$ cat src/rtl/codec_acc_pkg.sv
// Shared types and constants for the codec-to-accelerator feed scheduler.
// Holds the scheduler state encoding and the saturating drop-count helper.
package codec_acc_pkg;

    localparam int DATA_W_DEF = 20;
    localparam int DROP_W     = 8;

    typedef enum logic [1:0] {
        ST_IDLE,
        ST_WAIT_ACK,
        ST_GAP
    } state_t;

    function automatic logic [DROP_W-1:0] sat_inc(input logic [DROP_W-1:0] v);
        return (&v) ? v : v + 1'b1;
    endfunction

endpackage

$ cat src/rtl/codec_rr_arb2.sv
// Two-way round-robin arbiter for the codec feed scheduler.
// A lone requester wins; with both requesting, the one not granted last wins.
module codec_rr_arb2
    import codec_acc_pkg::*;
(
    input  logic [1:0] valid_i,
    input  logic       last_grant_i,
    output logic [1:0] grant_o
);

    // Pick the winner from the request pattern and the previous grant
    always_comb begin
        grant_o = valid_i;
        if (valid_i == 2'b11) begin
            grant_o = last_grant_i ? 2'b01 : 2'b10;
        end
    end

endmodule

$ cat src/rtl/codec_acc_feed_sched.sv
// Shares the accelerator data port between two codec sample sources.
// Grants round-robin, holds the word until ack or timeout, then idles a gap.
module codec_acc_feed_sched
    import codec_acc_pkg::*;
#(
    parameter int DATA_W     = DATA_W_DEF,
    parameter int TIMEOUT    = 64,
    parameter int GAP_CYCLES = 2
) (
    input  logic              clk,
    input  logic              reset,
    input  logic              enable,
    input  logic [1:0]        req_valid,
    input  logic [DATA_W-1:0] req_data0,
    input  logic [DATA_W-1:0] req_data1,
    output logic [1:0]        req_ready,
    output logic [DATA_W-1:0] acc_data,
    output logic              acc_src,
    output logic              acc_valid,
    input  logic              acc_ack,
    output logic              timeout_err,
    input  logic              clear_err,
    output logic [DROP_W-1:0] drop_cnt
);

    localparam int WW = $clog2(TIMEOUT + 1);
    localparam int GW = $clog2(GAP_CYCLES + 2);
    localparam state_t AFTER_S = (GAP_CYCLES == 0) ? ST_IDLE : ST_GAP;

    state_t            state_q, state_d;
    logic [DATA_W-1:0] data_q, data_d;
    logic              src_q, src_d;
    logic              valid_q, valid_d;
    logic              last_q, last_d;
    logic [WW-1:0]     wcnt_q, wcnt_d;
    logic [GW-1:0]     gcnt_q, gcnt_d;
    logic              err_q, err_d;
    logic [DROP_W-1:0] drop_q, drop_d;
    logic [1:0]        grant;
    logic [1:0]        ready_c;
    logic              drop_ev;

    codec_rr_arb2 u_arb (
        .valid_i      (req_valid),
        .last_grant_i (last_q),
        .grant_o      (grant)
    );

    // Next-state, grant and error bookkeeping
    always_comb begin
        state_d = state_q;
        data_d  = data_q;
        src_d   = src_q;
        valid_d = valid_q;
        last_d  = last_q;
        wcnt_d  = wcnt_q;
        gcnt_d  = gcnt_q;
        err_d   = err_q;
        drop_d  = drop_q;
        ready_c = 2'b00;
        drop_ev = 1'b0;
        unique case (state_q)
            ST_IDLE: begin
                if (enable && (|req_valid)) begin
                    ready_c = grant;
                    data_d  = grant[1] ? req_data1 : req_data0;
                    src_d   = grant[1];
                    last_d  = grant[1];
                    valid_d = 1'b1;
                    wcnt_d  = '0;
                    state_d = ST_WAIT_ACK;
                end
            end
            ST_WAIT_ACK: begin
                if (acc_ack) begin
                    valid_d = 1'b0;
                    gcnt_d  = '0;
                    state_d = AFTER_S;
                end else if (wcnt_q == WW'(TIMEOUT - 1)) begin
                    valid_d = 1'b0;
                    drop_ev = 1'b1;
                    gcnt_d  = '0;
                    state_d = AFTER_S;
                end else begin
                    wcnt_d = wcnt_q + 1'b1;
                end
            end
            ST_GAP: begin
                if (gcnt_q == GW'(GAP_CYCLES - 1)) begin
                    state_d = ST_IDLE;
                end else begin
                    gcnt_d = gcnt_q + 1'b1;
                end
            end
            default: state_d = ST_IDLE;
        endcase
        if (drop_ev) begin
            err_d  = 1'b1;
            drop_d = clear_err ? DROP_W'(1) : sat_inc(drop_q);
        end else if (clear_err) begin
            err_d  = 1'b0;
            drop_d = '0;
        end
    end

    // State and datapath registers with synchronous reset
    always_ff @(posedge clk) begin
        if (reset) begin
            state_q <= ST_IDLE;
            data_q  <= '0;
            src_q   <= 1'b0;
            valid_q <= 1'b0;
            last_q  <= 1'b1;
            wcnt_q  <= '0;
            gcnt_q  <= '0;
            err_q   <= 1'b0;
            drop_q  <= '0;
        end else begin
            state_q <= state_d;
            data_q  <= data_d;
            src_q   <= src_d;
            valid_q <= valid_d;
            last_q  <= last_d;
            wcnt_q  <= wcnt_d;
            gcnt_q  <= gcnt_d;
            err_q   <= err_d;
            drop_q  <= drop_d;
        end
    end

    assign req_ready   = reset ? 2'b00 : ready_c;
    assign acc_data    = data_q;
    assign acc_src     = src_q;
    assign acc_valid   = valid_q;
    assign timeout_err = err_q;
    assign drop_cnt    = drop_q;

endmodule

$ cat config.mk
export PLATFORM = sky130hd
export DESIGN_NAME = codec_acc_feed_sched
export DESIGN_NICKNAME = d
export VERILOG_FILES = /design/src/rtl/codec_acc_pkg.sv /design/src/rtl/codec_rr_arb2.sv /design/src/rtl/codec_acc_feed_sched.sv
export SDC_FILE = /design/constraint.sdc
export NUM_CORES = 1
export LEC_CHECK = 0
export CORE_ASPECT_RATIO = 1.5
export CORE_MARGIN = 2
export CORE_UTILIZATION = 50
export DETAILED_ROUTE_END_ITERATION = 8
export DONT_BUFFER_PORTS = 1
export GPL_ROUTABILITY_DRIVEN = 0
export PLACE_DENSITY = 0.68
export SLEW_MARGIN = 20
export SYNTH_ARGS = -nofsm -noshare
export SYNTH_HDL_FRONTEND = slang
export SYNTH_SLANG_ARGS = --single-unit
$ cat constraint.sdc
create_clock -name clk -period 4.2 [get_ports clk]
set_input_delay 0.42 -clock clk [delete_from_list [all_inputs] [get_ports clk]]
set_output_delay 0.42 -clock clk [all_outputs]
set_load 0.03 [all_outputs]
# Word-level counts from Yosys, hierarchy flattened
# Index checks and enable logic that the tools add are counted.
# classes
n_div,0
bitwise,0
add_sub_neg,3
n_eq_ne,12
muxes,32
order_cmp,0
reduce_logical,13
n_mul,0
n_shift,0
# ops
op,count
$mux W8,4
$mux W2,12
$mux W7,3
$mux W20,1
$pmux W7 S2,1
$ne A2 B2 Y1 const B,6
$reduce_and A3 Y1,3
$add A8 B1 Y8 const B,1
$mux W1,8
$reduce_and A8 Y1,1
$add A7 B1 Y7 const B,1
$eq A7 B6 Y1 const B,1
$pmux W2 S3,1
$reduce_bool A2 Y1,3
$eq A2 B1 Y1 const B,2
$eq A2 B2 Y1 const B,2
$pmux W2 S2,1
$reduce_and A2 Y1,2
$reduce_and A4 Y1,1
$ne A3 B3 Y1 const B,1
$add A2 B1 Y2 const B,1
$logic_not A2 Y1,1
$pmux W1 S2,1
$reduce_or A2 Y1,1
$logic_and A1 B1 Y1,1
# totals
rom_bits,0
latchBits,0
mem_bits_rw,0
output_inout_bits,33
reg_bits,43
inputBits,47
mem_count,0

# Depth between registers and ports, before layout
# depth
word_depth,6
depth_mapped,6

# Modules after synthesis
# A second synthesis with hierarchy kept.
# unflattened
cells_unflattened,225
area_unflattened_um2,2024.4
# modules_own_cells
module,n_inst,cells_each,area_per_inst_um2,seq_area_each_um2
codec_acc_feed_sched,1,222,2005.7,860.8
codec_rr_arb2,1,3,18.8,0.0

# Worst setup path before layout
# Ideal clock, no wire load.
# synth_timing
path_type,in2out
start,in enable
end,out req_ready[0]
path_slack_ns,1.958
t_required_ns,3.780
arrival_ns,1.822
path_buffers,1
path_stages,4
path_cell_list,inv_1 -> or4_1 -> clkbuf_1 -> nor3_1
# synth_between
elab_chain_len,4
# synth_lines
element,line_no,text
from (decl),codec_acc_feed_sched.sv:12,"input logic enable,"
$logic_and A1 B1 Y1,codec_acc_feed_sched.sv:64,if (enable && (|req_valid)) begin
$mux W2,codec_acc_feed_sched.sv:64,
$mux W2,codec_acc_feed_sched.sv:62,unique case (state_q)
$mux W2,codec_acc_feed_sched.sv:131,assign req_ready = reset ? 2'b00 : ready_c;
to (decl),codec_acc_feed_sched.sv:16,"output logic [1:0] req_ready,"
# Every way passes these cells.

# Worst setup path after layout
# layout_timing
start,reg state_q[1]
end,out req_ready[0]
# layout_between
elab_chain_len,3
# layout_lines
element,line_no,text
from (decl),codec_acc_feed_sched.sv:30,"state_t state_q, state_d;"
from (signal assigned),codec_acc_feed_sched.sv:119,state_q <= state_d;
$logic_not A2 Y1,codec_acc_feed_sched.sv:62,
$mux W2,codec_acc_feed_sched.sv:62,
$mux W2,codec_acc_feed_sched.sv:131,
# Every way passes these cells.

==> flow_summary_export.csv <==
group,metric,value,unit
cts,cts_tree,"built",
critical_path,reg2reg_from,"state_q[1]",
synth,yosys_warnings,0,
detailed_routing,drc,0,
power,ir_drop,0.347,mV
sta,finalCritPeriodShare,62.7,%
detailed_routing,wl,4130,um
flow_run,max_cap_viol_count,0,
synth,syn_nets,276,
sta,finalMaxSlewViolations,0,
global_routing,grt_pass1_wl,6730,um
power,p_total,955,uW
critical_path,startpoint_type,"flop",
cts,clk-insertion-delay-late,0.29,ns
cts,cts.clk_slew.worst_paths,0.08,ns
sta,finalClockSkew,0.00305,ns
critical_path,required,3.78,ns
cts,hold_buffers,0,
detailed_routing,drtIter0Drc,29,
critical_path,worstSetupStartpoint,"state_q[1]",
synth,synth_cell_types,42,
critical_path,worstSetupPathType,"reg2out",
synth,synthArstFlopShare,0,%
global_routing,grt_pass1_vias,1525,
final_layout,final_common_cell,"dfxtp_1",
floorplanning,dieHeight,82.1,um
critical_path,worstPathCellList,"or4_1 -> nor3_1",
critical_path,critPathTopFamily,"simple AND/OR/NAND/NOR gates",
sta,worstMarginPinSlew,0.988,ns
global_routing,antenna_found_initial,0,
sta,hold_viol_final,0,
detailed_routing,vias,1650,
synth,avgSynthCellArea,9.00,um2
synth,yosysSeqAreaShare,42.3,%
final_layout,diodes,0,
outcome,status,"completed",
detailed_routing,firstDrtPassIters,4,
critical_path,path_max_fanout,9,
floorplanning,ioPinCount,80,
global_routing,gr-total-overflow,0,
power,leakage,0.740,nW
cts,numCtsBuffers,5,
final_layout,nNetsFinal,271,
cts,cts_buffer_depth,2,
sta,fin_tns_setup,0,ns
final_layout,mostFrequentLayoutCells,"43 x dfxtp_1, 30 x nor2_1, 21 x a211oi_1, 20 x mux2i_1, 14 x a21oi_1",
synth,synth_edf_count,0,
sta,rsz0062_at_grt,"false",
placement,place_hpwl,2910,um
critical_path,critPathSlowestCell,"nor3_1",
floorplanning,dieArea,4610,um2
critical_path,end_kind,"primary output",
cts,cts_resized,0,
global_routing,grt_max_degree,46,
global_routing,grt_use_total,18.3,%
final_layout,fillers,378,
cts,h-tree-depth,2,
detailed_routing,ant_nets,0,
floorplanning,start_util,51.8,%
synth,synth.top_cell.area_share,42.3,%
synth,synth_area_leaders,"dfxtp_1 42%, mux2i_1 9.8%, a211oi_1 7.7%",
critical_path,max_stage_delay,0.82,ns
synth,synth_ff_type,"dfxtp_1",
synth,synth_top_area_cell,"dfxtp_1",
floorplanning,core_area,3920,um2
critical_path,crit_buf_inv,0,
final_layout,layout-drive-gt1-share,7.66,%
sta,setup_viol_count_final,0,
final_layout,syn_to_final_growth,7.50,%
critical_path,critPathArrivalTime,2.22,ns
synth,netlist_area,2030,um2
floorplanning,rows,28,
floorplanning,die_x,56.1,um
sta,fmax,0.379,GHz
cts,clock-root-buffer,"clkbuf_8",
placement,io_buffers,0,
detailed_routing,viasPerCell,6.18,
cts,cts.sinks,43,
detailed_routing,wl_per_cell,15.4,um
synth,synth_cells,226,
sta,period_needed,2.64,ns
synth,ys_ff_latch,43,
min_path,hp-start,"reset",
min_path,min_path_type,"in2reg",
cts,postCtsSetupBuffers,0,
sta,relSlewSlack,33.6,%
power,power_density,436,nW/um2
==> sequential cells by signal (all words and copies together), names as in the netlist <==
register and count:
drop_cnt 8, wcnt_q 7, state_q 2, acc_valid 1
last_q 1, gcnt_q 2, acc_data 20, timeout_err 1
acc_src 1
==> cells in the mapped netlist (3+ instances only) <==
cell and count:
a2111o_1 3, a211oi_1 21, a21oi_1 14, and3_1 3, clkbuf_1 12, dfxtp_1 43, ha_1 3, inv_1 8
mux2i_1 20, nand2_1 10, nand2b_1 5, nand3_1 6, nor2_1 30, nor3_1 4, o211ai_1 3, o21ai_0 3
o31ai_1 3, or4_1 4
==> final cells by class <==
type | count | area, um2 | area share (%)
clock buffer | 5 | 68.8 | 3.15
clock inverter | 3 | 67.6 | 3.09
inverter | 8 | 30.0 | 1.37
multi-input combinational | 161 | 1090 | 49.8
sequential | 43 | 861 | 39.4
tap | 45 | 56.3 | 2.57
timing repair buffer | 2 | 15.0 | 0.686
==> worst paths after layout <==
| check | to | slack, ns | cells past startpoint |
|---|---|---|---|
| worst min-delay path | timeout_err | 0.19 | 1 |
| worst max register to register | last_q | 2.03 | 3 |
| worst max-delay path | req_ready[0] | 1.56 | 2 |
| worst min register to register | wcnt_q[1] | 0.49 | 2 |
==> power breakdown <==
| group | switching, mW | internal [mW] |
|---|---|---|
| sequential | 0.0567 | 0.431 |
| clock | 0.144 | 0.237 |
| combinational | 0.0492 | 0.0369 |
| total | 0.250 | 0.705 |
==> through the flow <==
stage	hold WS [ns]	setup WS, ns	cells	util (%)	cell area [um2]
floorplan	0.440	1.96	226	-	2030
global placement	0.464	1.85	259	52.3	2050
detailed placement	0.471	1.83	259	52.3	2050
CTS	0.175	1.55	267	55.7	2190
global route	0.167	1.45	267	55.7	2190
finish	0.185	1.56	267	55.7	2190
==> metal layers <==
layer,share of wire (%),vias up,track usage (%),routed length [um]
li1,-,830,-,-
met1,40,752,19.7,1660
met4,2.5,0,7.38,102
met5,0,-,0,0
met2,51,57,33.5,2110
met3,6.0,11,5.45,249
==> worst register-to-register path: cells and delay by family (launching register included) <==
family,cells,cell delay (ns)
flops,1,0.39
simple gates,3,1.65
==> cells by family (layout without fill, tap and decap cells) <==
family	count (synthesis)	after routing	synth area share (%)
AO/OA/AOI/OAI	61	61	21.2
adder cells (fa/ha/maj)	3	3	1.85
buffers and inverters	22	18	4.80
flip-flops	43	43	42.3
multiplexers	20	20	9.84
AND/OR/NAND/NOR	77	77	20.0
No activity file was read; power rests on OpenSTA's default activity.
